<file path="config.mk">
export PLATFORM = sky130hd
export DESIGN_NAME = piso_stream_ser
export DESIGN_NICKNAME = d
export VERILOG_FILES = /design/src/rtl/piso_pkg.sv /design/src/rtl/piso_bit_cnt.sv /design/src/rtl/piso_stream_ser.sv
export SDC_FILE = /design/constraint.sdc
export NUM_CORES = 1
export LEC_CHECK = 0
export CORE_MARGIN = 2
export CORE_UTILIZATION = 49
export DETAILED_ROUTE_END_ITERATION = 10
export PLACE_DENSITY = 0.87
export SLEW_MARGIN = 20
export SYNTH_ARGS = -nofsm -noshare
export SYNTH_HDL_FRONTEND = slang
export SYNTH_HIERARCHICAL = 1
export SYNTH_SLANG_ARGS = --single-unit
</file>
<file path="constraint.sdc">
create_clock -name clk -period 3.1 [get_ports clk]
set_input_delay 0.62 -clock clk [delete_from_list [all_inputs] [get_ports clk]]
set_output_delay 0.62 -clock clk [all_outputs]
set_load 0.02 [all_outputs]
</file>
<file path="src/rtl/piso_pkg.sv">
// Shared types and helpers for the piso_stream_ser serializer.
// Build macro PISO_PARITY_EN appends one even-parity bit to every frame.
package piso_pkg;

  typedef enum logic {
    IDLE  = 1'b0,
    SHIFT = 1'b1
  } state_e;

`ifdef PISO_PARITY_EN
  localparam int unsigned PARITY_BITS = 1;
`else
  localparam int unsigned PARITY_BITS = 0;
`endif

  // Parity helper operates on a zero-extended word; DATA_W must not exceed this.
  localparam int unsigned PARITY_MAX_W = 64;

  function automatic int unsigned cnt_width(input int unsigned nbits);
    return (nbits < 2) ? 1 : $clog2(nbits);
  endfunction

  function automatic logic even_parity(input logic [PARITY_MAX_W-1:0] vec);
    return ^vec;
  endfunction

endpackage

</file>
<file path="src/rtl/piso_bit_cnt.sv">
// Modulo-NBITS bit position counter with first/last position flags.
module piso_bit_cnt
  import piso_pkg::*;
#(
  parameter int unsigned NBITS = 8,
  parameter int unsigned CNT_W = cnt_width(NBITS)
) (
  input  logic             clk,
  input  logic             rst_n,
  input  logic             clr_i,
  input  logic             inc_i,
  output logic [CNT_W-1:0] cnt_o,
  output logic             is_first_o,
  output logic             is_last_o
);

  localparam logic [CNT_W-1:0] LAST = CNT_W'(NBITS - 1);

  logic [CNT_W-1:0] cnt_q;
  logic [CNT_W-1:0] cnt_d;

  // Clear has priority; the only wrap is from LAST back to zero.
  always_comb begin
    cnt_d = cnt_q;
    if (clr_i) begin
      cnt_d = '0;
    end else if (inc_i) begin
      cnt_d = (cnt_q == LAST) ? '0 : cnt_q + CNT_W'(1);
    end
  end

  always_ff @(posedge clk) begin
    if (!rst_n) begin
      cnt_q <= '0;
    end else begin
      cnt_q <= cnt_d;
    end
  end

  assign cnt_o      = cnt_q;
  assign is_first_o = (cnt_q == '0);
  assign is_last_o  = (cnt_q == LAST);

endmodule

</file>
<file path="src/rtl/piso_stream_ser.sv">
// Parallel-in/serial-out converter with valid/ready on both sides and frame markers.
// Defining PISO_PARITY_EN appends an even-parity bit after the data bits.
module piso_stream_ser
  import piso_pkg::*;
#(
  parameter int unsigned DATA_W     = 8,
  parameter bit          MSB_FIRST  = 1'b1,
  parameter bit          IDLE_LEVEL = 1'b0
) (
  input  logic              clk,
  input  logic              rst_n,
  input  logic              in_valid,
  output logic              in_ready,
  input  logic [DATA_W-1:0] in_data,
  input  logic              ser_ready,
  output logic              ser_valid,
  output logic              ser_data,
  output logic              ser_first,
  output logic              ser_last,
  output logic              busy
);

  localparam int unsigned NBITS = DATA_W + PARITY_BITS;
  localparam int unsigned CNT_W = cnt_width(NBITS);

  state_e           state_q, state_d;
  logic [NBITS-1:0] sr_q, sr_d;
  logic             ser_valid_q, ser_valid_d;
  logic             ser_data_q, ser_data_d;
  logic             ser_first_q, ser_first_d;
  logic             ser_last_q, ser_last_d;
  logic             busy_q, busy_d;

  logic             beat;
  logic             load;
  logic [NBITS-1:0] load_word;
  logic [NBITS-1:0] sr_shift;
  logic [CNT_W-1:0] cnt_q;
  logic             cnt_is_first;
  logic             cnt_is_last;

  function automatic logic head(input logic [NBITS-1:0] w);
    return MSB_FIRST ? w[NBITS-1] : w[0];
  endfunction

  // Parity sits in the slot shifted out last for the chosen bit order.
`ifdef PISO_PARITY_EN
  logic par_bit;
  assign par_bit   = even_parity(PARITY_MAX_W'(in_data));
  assign load_word = MSB_FIRST ? {in_data, par_bit} : {par_bit, in_data};
`else
  assign load_word = in_data;
`endif

  assign beat     = ser_valid_q & ser_ready;
  assign in_ready = rst_n & ((state_q == IDLE) | (ser_last_q & ser_ready));
  assign load     = in_valid & in_ready;

  piso_bit_cnt #(
    .NBITS (NBITS),
    .CNT_W (CNT_W)
  ) u_bit_cnt (
    .clk        (clk),
    .rst_n      (rst_n),
    .clr_i      (load),
    .inc_i      (beat & ~load),
    .cnt_o      (cnt_q),
    .is_first_o (cnt_is_first),
    .is_last_o  (cnt_is_last)
  );

  // Next state and registered-output values; everything holds when there is no beat.
  always_comb begin
    state_d     = state_q;
    sr_d        = sr_q;
    ser_data_d  = ser_data_q;
    ser_first_d = (state_q == SHIFT) && cnt_is_first;
    ser_last_d  = ser_last_q;
    sr_shift    = MSB_FIRST ? {sr_q[NBITS-2:0], 1'b0} : {1'b0, sr_q[NBITS-1:1]};

    unique case (state_q)
      IDLE:    if (load) state_d = SHIFT;
      SHIFT:   if (beat && cnt_is_last) state_d = load ? SHIFT : IDLE;
      default: state_d = IDLE;
    endcase

    if (load) begin
      sr_d        = load_word;
      ser_data_d  = head(load_word);
      ser_first_d = 1'b1;
      ser_last_d  = 1'b0;
    end else if (beat) begin
      sr_d        = sr_shift;
      ser_first_d = 1'b0;
      if (cnt_is_last) begin
        ser_data_d = IDLE_LEVEL;
        ser_last_d = 1'b0;
      end else begin
        ser_data_d = head(sr_shift);
        ser_last_d = (cnt_q == CNT_W'(NBITS - 2));
      end
    end

    ser_valid_d = (state_d == SHIFT);
    busy_d      = (state_d == SHIFT);
  end

  always_ff @(posedge clk) begin
    if (!rst_n) begin
      state_q     <= IDLE;
      sr_q        <= '0;
      ser_valid_q <= 1'b0;
      ser_data_q  <= IDLE_LEVEL;
      ser_first_q <= 1'b0;
      ser_last_q  <= 1'b0;
      busy_q      <= 1'b0;
    end else begin
      state_q     <= state_d;
      sr_q        <= sr_d;
      ser_valid_q <= ser_valid_d;
      ser_data_q  <= ser_data_d;
      ser_first_q <= ser_first_d;
      ser_last_q  <= ser_last_d;
      busy_q      <= busy_d;
    end
  end

  assign ser_valid = ser_valid_q;
  assign ser_data  = ser_data_q;
  assign ser_first = ser_first_q;
  assign ser_last  = ser_last_q;
  assign busy      = busy_q;

endmodule

</file>
==> Yosys cells after proc, flatten, opt, wreduce, memory -nomap -nowiden <==
Index checks and enable logic that the tools add are counted.
{ "word_totals": {"in_bits": 12, "elab_cells": 35, "register_bits": 14, "out_inout_bits": 6} }
{ "op_classes": {"n_mux": 12, "n_addsub": 1, "bitwise": 9, "reduce_logical": 5, "n_eq_ne": 2} }
{ "ops": {"columns": ["op", "count"], "rows": [
  ["7-bit 2-to-1 mux", 2],
  ["1-bit 2-to-1 mux", 8],
  ["3-bit == test (second input constant)", 2],
  ["1-bit AND", 5],
  ["3-bit by 1-bit adder with 3-bit output (second input constant)", 1],
  ["3-bit logical NOT", 1],
  ["3-bit 2-to-1 mux", 1],
  ["1-bit NOT", 3],
  ["1-bit logical AND", 2],
  ["1-bit one-hot mux with 2 select lines", 1],
  ["2-bit nonzero test", 1],
  ["2-bit OR reduction", 1],
  ["1-bit bitwise OR", 1]
]} }

==> Longest topological paths before layout <==
Gate-level depths: netlist (run 1).
{ "logic_depth": {"word_depth": 7, "ltp_mapped": 5, "depth_no_buf": 5} }

==> Modules after synthesis <==
The synthesis (run 1) kept the hierarchy.
{ "by_module_without_submodules": {"columns": ["module", "cells_per_inst", "seq_area_each_um2", "area_each_um2", "instances"], "rows": [
  ["piso_stream_ser", 64, 220.2, 530.5, 1],
  ["piso_bit_cnt", 17, 60.1, 168.9, 1]
]} }

==> Worst setup path before layout (run 1) <==
No wires, ideal clock.
{ "synth_path": {"path_kind": "in2out", "startpoint": "in ser_ready", "endpoint": "out in_ready", "path_slack_ps": 1343, "n_path_buf": 1, "arrival_ps": 1137, "required_ps": 2480, "stages": 3, "path_cell_list": "a21bo_1 buf_6 and2_1"} }
{ "synth_between": {"elab_chain_cells": 3} }
{ "synth_lines": {"columns": ["item", "line_no", "text"], "rows": [
  ["start, declared", "piso_stream_ser.sv:15", "input logic ser_ready,"],
  ["1-bit AND", "piso_stream_ser.sv:56", "assign in_ready = rst_n & ((state_q == IDLE) | (ser_last_q & ser_ready));"],
  ["1-bit bitwise OR", "piso_stream_ser.sv:56", null],
  ["1-bit AND", "piso_stream_ser.sv:56", null],
  ["end, declared", "piso_stream_ser.sv:13", "output logic in_ready,"]
]} }
Every way passes these cells.

==> Final worst setup path (run 1) <==
Ends and elaborated chain as after synthesis.

==> results.py, run 1 <==
metrics = {
    "outcome": {
        "status": "finished clean",
    },
    "timing": {
        "setup_violations": 0,
        "slew-limit-headroom_pct": 76.8,
        "finalCritPeriodShare_pct": 86.0,
        "drv_slew": 0,
        "finClkSkew_ns": 0.000677,
        "fmax_ghz": 0.375,
        "rsz0062_at_grt": "no",
        "holdWs_ns": 0.476,
        "fin_tns_setup_ns": 0,
        "timing_hold_violations_final": 0,
        "tightest_slew_ns": 0.346,
        "period_needed_ns": 2.66,
    },
    "layout": {
        "layout_common_cells": "25 x nand3_1, 17 x clkdlybuf4s50_1, 14 x dfxtp_1, 7 x a31oi_1, 4 x inv_1",
        "nets": 115,
        "syn_to_final_growth_pct": 29.2,
        "fin_util_pct": 68.6,
        "layout_commonest_cell": "nand3_1",
        "diodes": 0,
        "drive_gt1_share_pct": 7.07,
    },
    "floorplan": {
        "coreArea_sq_um": 1320,
        "rows": 13,
        "die_area_sq_um": 1750,
        "boundaryPins": 18,
        "start_util_pct": 53.1,
        "die_x_um": 41.8,
        "die_y_um": 41.8,
    },
    "synth": {
        "yosys_warnings": 6,
        "postSynthCellCount": 81,
        "syn_avg_cell_area_sq_um": 8.63,
        "synthesis.nets": 96,
        "yosys_register_bits": 14,
        "ys_seq_area_share_pct": 40.1,
        "syn-cell-area_sq_um": 699,
        "yosys.cell_types.count": 24,
    },
    "setup_path": {
        "crit_buf_inv": 2,
        "critical_path.cell_chain": "clkdlybuf4s50_1 > a21bo_1 > and2_1 > clkdlybuf4s50_1",
        "crit_path_frequent_cell": "clkdlybuf4s50_1",
        "worstSetupPathType": "in2out",
        "critPathMaxFanout": 5,
        "arrival_ns": 2.04,
        "critPathLaunchType": "primary input",
        "crit_path_end_kind": "output pin",
        "slowest_stage": "clkdlybuf4s50_1",
        "cp_data_required_time_ns": 2.48,
        "path_delay_family": "buffers and inverters",
        "cpPeakStageDelay_ns": 0.60,
    },
    "clock_tree": {
        "cts-root-buf": "clkbuf_4",
        "cts_buffers": 3,
        "clk_path_buf_depth": 2,
        "cts_max_level": 1,
        "cts_hold_buf": 0,
        "ctsResizeCount": 0,
        "cts.clk_slew.worst_paths_ns": 0.08,
        "cts.sinks": 14,
        "cts_tree": "yes",
        "postCtsSetupBuffers": 0,
        "clk-insertion-delay-late_ns": 0.28,
    },
    "global_route": {
        "grt_pass1_vias": 661,
        "antenna_found_initial": 0,
        "grt-ovfl-total": 0,
        "grt_first_pass_wirelength_um": 2640,
        "gr-usage-all-layers_pct": 19.2,
        "grt_start_max_net_pins": 11,
    },
    "route": {
        "drt_first_pass_iters": 4,
        "wl_per_cell_um": 13.9,
        "drc": 0,
        "vias_per_cell": 5.86,
        "drt-initial-drc-count": 13,
        "vias": 668,
        "routed_wl_um": 1580,
        "drtAntennaViolNets": 0,
    },
    "power": {
        "irDropWorstVdd_v": 0.000292,
        "power_density_nw_per_um2": 450,
        "p_leak_nw": 0.328,
        "p_total_mw": 0.406,
    },
    "run": {
        "drv_cap": 0,
    },
    "placement": {
        "hpwl_um": 1130,
        "io_buffer_count": 17,
        "place.gp.congestion": 0.778,
    },
    "worst_hold_path": {
        "hold_class": "reg2reg",
    },
}
[worst reg2reg max path, cell delays in order, from the launching register on]
cell,delay (ns)
dfxtp_1,0.44
nand2_1,0.26
a21oi_1,0.36
or3b_1,0.40
a21oi_2,0.12
[metrics by stage]
step / std cells / cell area [sq um] / worst slack, ns
2_1_floorplan: 81 / 699 / 1.34
3_3_place_gp: 110 / 867 / 0.499
3_5_place_dp: 110 / 867 / 0.443
4_1_cts: 114 / 903 / 0.443
5_1_grt: 114 / 903 / 0.379
6_report: 114 / 903 / 0.435
[worst paths after layout]
path	startpoint	end	slack [ns]	depth (start not counted)
min	sr_q[0]	sr_q[0]	0.48	2
min reg2reg	sr_q[0]	sr_q[0]	0.48	2
max	ser_ready	in_ready	0.44	4
max reg2reg	busy	u_bit_cnt/cnt_o[0]	1.45	4
[layout make-up]
cell class | instances | area [sq um]
Multi-Input combinational cell | 59 | 375
Tap cell | 15 | 18.8
Clock buffer | 4 | 36.3
Fill cell | 103 | 414
Timing Repair Buffer | 18 | 178
Inverter | 4 | 15.0
Sequential cell | 14 | 280
[state kept, by name, indices dropped and copies added (netlist names)]
name,flops
ser_data,1
ser_last,1
sr_q,7
ser_first,1
busy,1
u_bit_cnt/cnt_o,3
[synthesized netlist by cell type, drive strengths merged]
cell type   n  area (sq um)
or3b        1          8.76
buf         4          28.8
ha          3          37.5
inv         4          15.0
nand2       2          7.51
nand4b      1          8.76
nor2b       1          6.26
nand3b      1          7.51
and2        4          27.5
nor2        2          7.51
dfxtp      14           280
a21oi       4          23.8
nand3      25           125
a21bo       1          10.0
nand2b      2          12.5
a31oi       7          43.8
a41o        1          10.0
nor4bb      1          10.0
mux2i       2          20.0
a31o        1          8.76
[cell families after synthesis]
group / Yosys count / synth area share (%)
adders and majority gates: 3 / 5.37
muxes: 2 / 2.86
and+or+nand+nor: 40 / 31.7
AOI/OAI and AO/OA: 14 / 13.8
DFF: 14 / 40.1
buffers and inverters: 8 / 6.26
[power by group]
group	switching [mW]	internal, mW	total (mW)
logic	0.0396	0.0405	0.0801
registers	0.00703	0.189	0.196
clock network	0.0582	0.0715	0.130
total	0.105	0.301	0.406
[layer usage]
| metal | GRT usage, % | wire (um) | vias to the layer above |
|---|---|---|---|
| met2 | 31.3 | 777 | 19 |
| met5 | 0 | 0 | - |
| li1 | - | - | 332 |
| met1 | 22.1 | 684 | 312 |
| met3 | 4.78 | 82 | 5 |
| met4 | 12.3 | 37 | 0 |
Power figures use the tool's default switching activity.
==> run 2, diff against run 1 <==
--- a/config.mk
+++ b/config.mk
@@ -5,10 +5,11 @@
 export SDC_FILE = /design/constraint.sdc
 export NUM_CORES = 1
 export LEC_CHECK = 0
+export ABC_CLOCK_PERIOD_IN_PS = 2430
 export CORE_MARGIN = 2
-export CORE_UTILIZATION = 49
+export CORE_UTILIZATION = 41
 export DETAILED_ROUTE_END_ITERATION = 10
-export PLACE_DENSITY = 0.87
+export PLACE_DENSITY = 0.79
 export SLEW_MARGIN = 20
 export SYNTH_ARGS = -nofsm -noshare
 export SYNTH_HDL_FRONTEND = slang
==> constraint.sdc (replaced) <==
create_clock -name clk -period 2.43 [get_ports clk]
set_input_delay 0.486 -clock clk [delete_from_list [all_inputs] [get_ports clk]]
set_output_delay 0.486 -clock clk [all_outputs]
set_load 0.02 [all_outputs]
==> run 2 against run 1 <==
Total power rose by 29%. Via count fell by 0.15%. Design area rose by 3.5%. Critical endpoint unchanged. Largest power group unchanged. Highest routed layer unchanged.
==> results.py, run 2 (synthesis gave the netlist of run 1 again) <==
metrics = {
    "outcome": {
        "status": "finished clean",
    },
    "global_route": {
        "antenna_found_initial": 0,
        "grt_pass1_vias": 644,
        "grt-ovfl-total": 0,
        "grt_first_pass_wirelength_um": 2640,
        "gr-usage-all-layers_pct": 17.6,
        "grt_start_max_net_pins": 10,
    },
    "placement": {
        "place.gp.congestion": 0.831,
        "preCtsSetupSlack_ns": 0.150,
        "dpl-instance-area_sq_um": 898,
        "io_buffer_count": 17,
        "hpwl_um": 1180,
    },
    "clock_tree": {
        "cts.clk_slew.worst_paths_ns": 0.09,
        "cts_hold_buf": 0,
        "cts.sinks": 14,
        "clk-insertion-delay-late_ns": 0.28,
        "cts_max_level": 1,
        "cts-root-buf": "clkbuf_4",
        "clk_path_buf_depth": 2,
        "ctsResizeCount": 0,
        "postCtsSetupBuffers": 0,
        "cts_tree": "yes",
        "cts_buffers": 3,
    },
    "floorplan": {
        "start_util_pct": 44.9,
        "coreArea_sq_um": 1560,
        "die_area_sq_um": 2050,
        "die_x_um": 45.3,
        "die_y_um": 45.3,
        "boundaryPins": 18,
        "rows": 14,
    },
    "route": {
        "wl_per_cell_um": 13.5,
        "routed_wl_um": 1600,
        "drt-initial-drc-count": 17,
        "drc": 0,
        "vias_per_cell": 5.61,
        "drtAntennaViolNets": 0,
        "drt_first_pass_iters": 4,
        "vias": 667,
    },
    "setup_path": {
        "path_delay_family": "buffers and inverters",
        "slowest_stage": "clkdlybuf4s50_1",
        "worstSetupPathType": "in2out",
        "critPathLaunchType": "primary input",
        "critPathMaxFanout": 2,
        "crit_path_frequent_cell": "clkdlybuf4s50_1",
        "reg2reg_to": "u_bit_cnt/cnt_o[0]",
        "cpPeakStageDelay_ns": 0.59,
        "cp_data_required_time_ns": 1.94,
        "rr_startpoint": "busy",
        "critical_path.cell_chain": "clkdlybuf4s50_1 > a21bo_1 > and2_1 > clkdlybuf4s50_1",
        "r2r_cells": 5,
        "crit_buf_inv": 2,
        "crit_path_end_kind": "output pin",
        "reg2reg_slack_ns": 1.05,
        "arrival_ns": 1.79,
    },
    "layout": {
        "diodes": 0,
        "stdcell_area_sq_um": 935,
        "nets": 119,
        "layout_commonest_cell": "nand3_1",
        "syn_to_final_growth_pct": 33.6,
        "regMostFlops": "sr_q",
        "drive_gt1_share_pct": 10.7,
        "largest_reg_flops": 7,
        "layout_common_cells": "25 x nand3_1, 17 x clkdlybuf4s50_1, 14 x dfxtp_1, 7 x a31oi_1, 5 x buf_4",
    },
    "power": {
        "irDropWorstVdd_v": 0.000324,
        "clkPwrFrac_pct": 31.7,
        "power_density_nw_per_um2": 562,
        "seqPwrFrac_pct": 47.8,
        "p_sw_share_pct": 25.9,
        "p_leak_nw": 0.347,
        "comb_power_share_pct": 20.5,
        "p_switching_mw": 0.136,
        "p_int_mw": 0.389,
    },
    "worst_hold_path": {
        "hold_start": "sr_q[0]",
        "hold_end": "sr_q[0]",
        "hold_depth": 2,
        "hold_class": "reg2reg",
    },
    "timing": {
        "fmax_ghz": 0.440,
        "setup_slack_ns": 0.155,
        "finClkSkew_ns": 0.00619,
        "setup_violations": 0,
        "fin_tns_setup_ns": 0,
        "drv_slew": 0,
        "rsz0062_at_grt": "no",
        "slew-limit-headroom_pct": 76.5,
        "finalCritPeriodShare_pct": 93.6,
        "tightest_slew_ns": 0.351,
        "timing_hold_violations_final": 0,
        "period_needed_ns": 2.27,
    },
    "run": {
        "drv_cap": 0,
    },
}
run 2: cell type report:
cell class,count,area (sq um)
Multi-Input combinational cell,59,375
Fill cell,136,624
Tap cell,16,20.0
Timing Repair Buffer,22,208
Sequential cell,14,280
Inverter,4,15.0
Clock buffer,4,36.3
run 2: layer usage:
layer / share of wire [%] / routed length (um) / vias to the layer above / track usage (%)
met2: 49 / 780 / 10 / 30.3
li1: - / - / 341 / -
met1: 47 / 758 / 314 / 21.2
met5: 0 / 0 / - / 0
met3: 3.3 / 53 / 2 / 3.60
met4: 0.62 / 10 / 0 / 7.06
run 2: power by group through the flow:
stage          clock (mW)  sequential [mW]  combinational (mW)
4_1_cts             0.172            0.251               0.108
2_1_floorplan           0            0.260              0.0551
6_report            0.167            0.251               0.108
5_1_grt             0.181            0.253               0.116
3_3_place_gp            0            0.256               0.106
3_5_place_dp            0            0.257               0.107
run 2: metrics by stage:
stage / std cells / power (mW) / util, % / hold slack (ns)
2_1_floorplan: 81 / 0.315 / - / 0.448
3_3_place_gp: 115 / 0.361 / 57.6 / 0.460
3_5_place_dp: 115 / 0.364 / 57.6 / 0.467
4_1_cts: 119 / 0.531 / 60.0 / 0.480
5_1_grt: 119 / 0.550 / 60.0 / 0.504
6_report: 119 / 0.526 / 60.0 / 0.478
run 2: worst reg2reg max path, delay by kind of cell, from the launching register on:
kind            cells  cell delay [ns]
compound gates      2             0.36
buf+inv             1             0.16
flops               1             0.45
simple gates        2             0.35
run 2: worst max-delay path by stage:
stage	start	to	slack (ns)	cells after the start
after floorplan	rst_n	u_bit_cnt/cnt_o[0]	0.83	5
after global placement	ser_ready	in_ready	0.16	4
after detailed placement	ser_ready	in_ready	0.15	4
after CTS	ser_ready	in_ready	0.15	4
after global routing	ser_ready	in_ready	0.10	4
final	ser_ready	in_ready	0.16	4
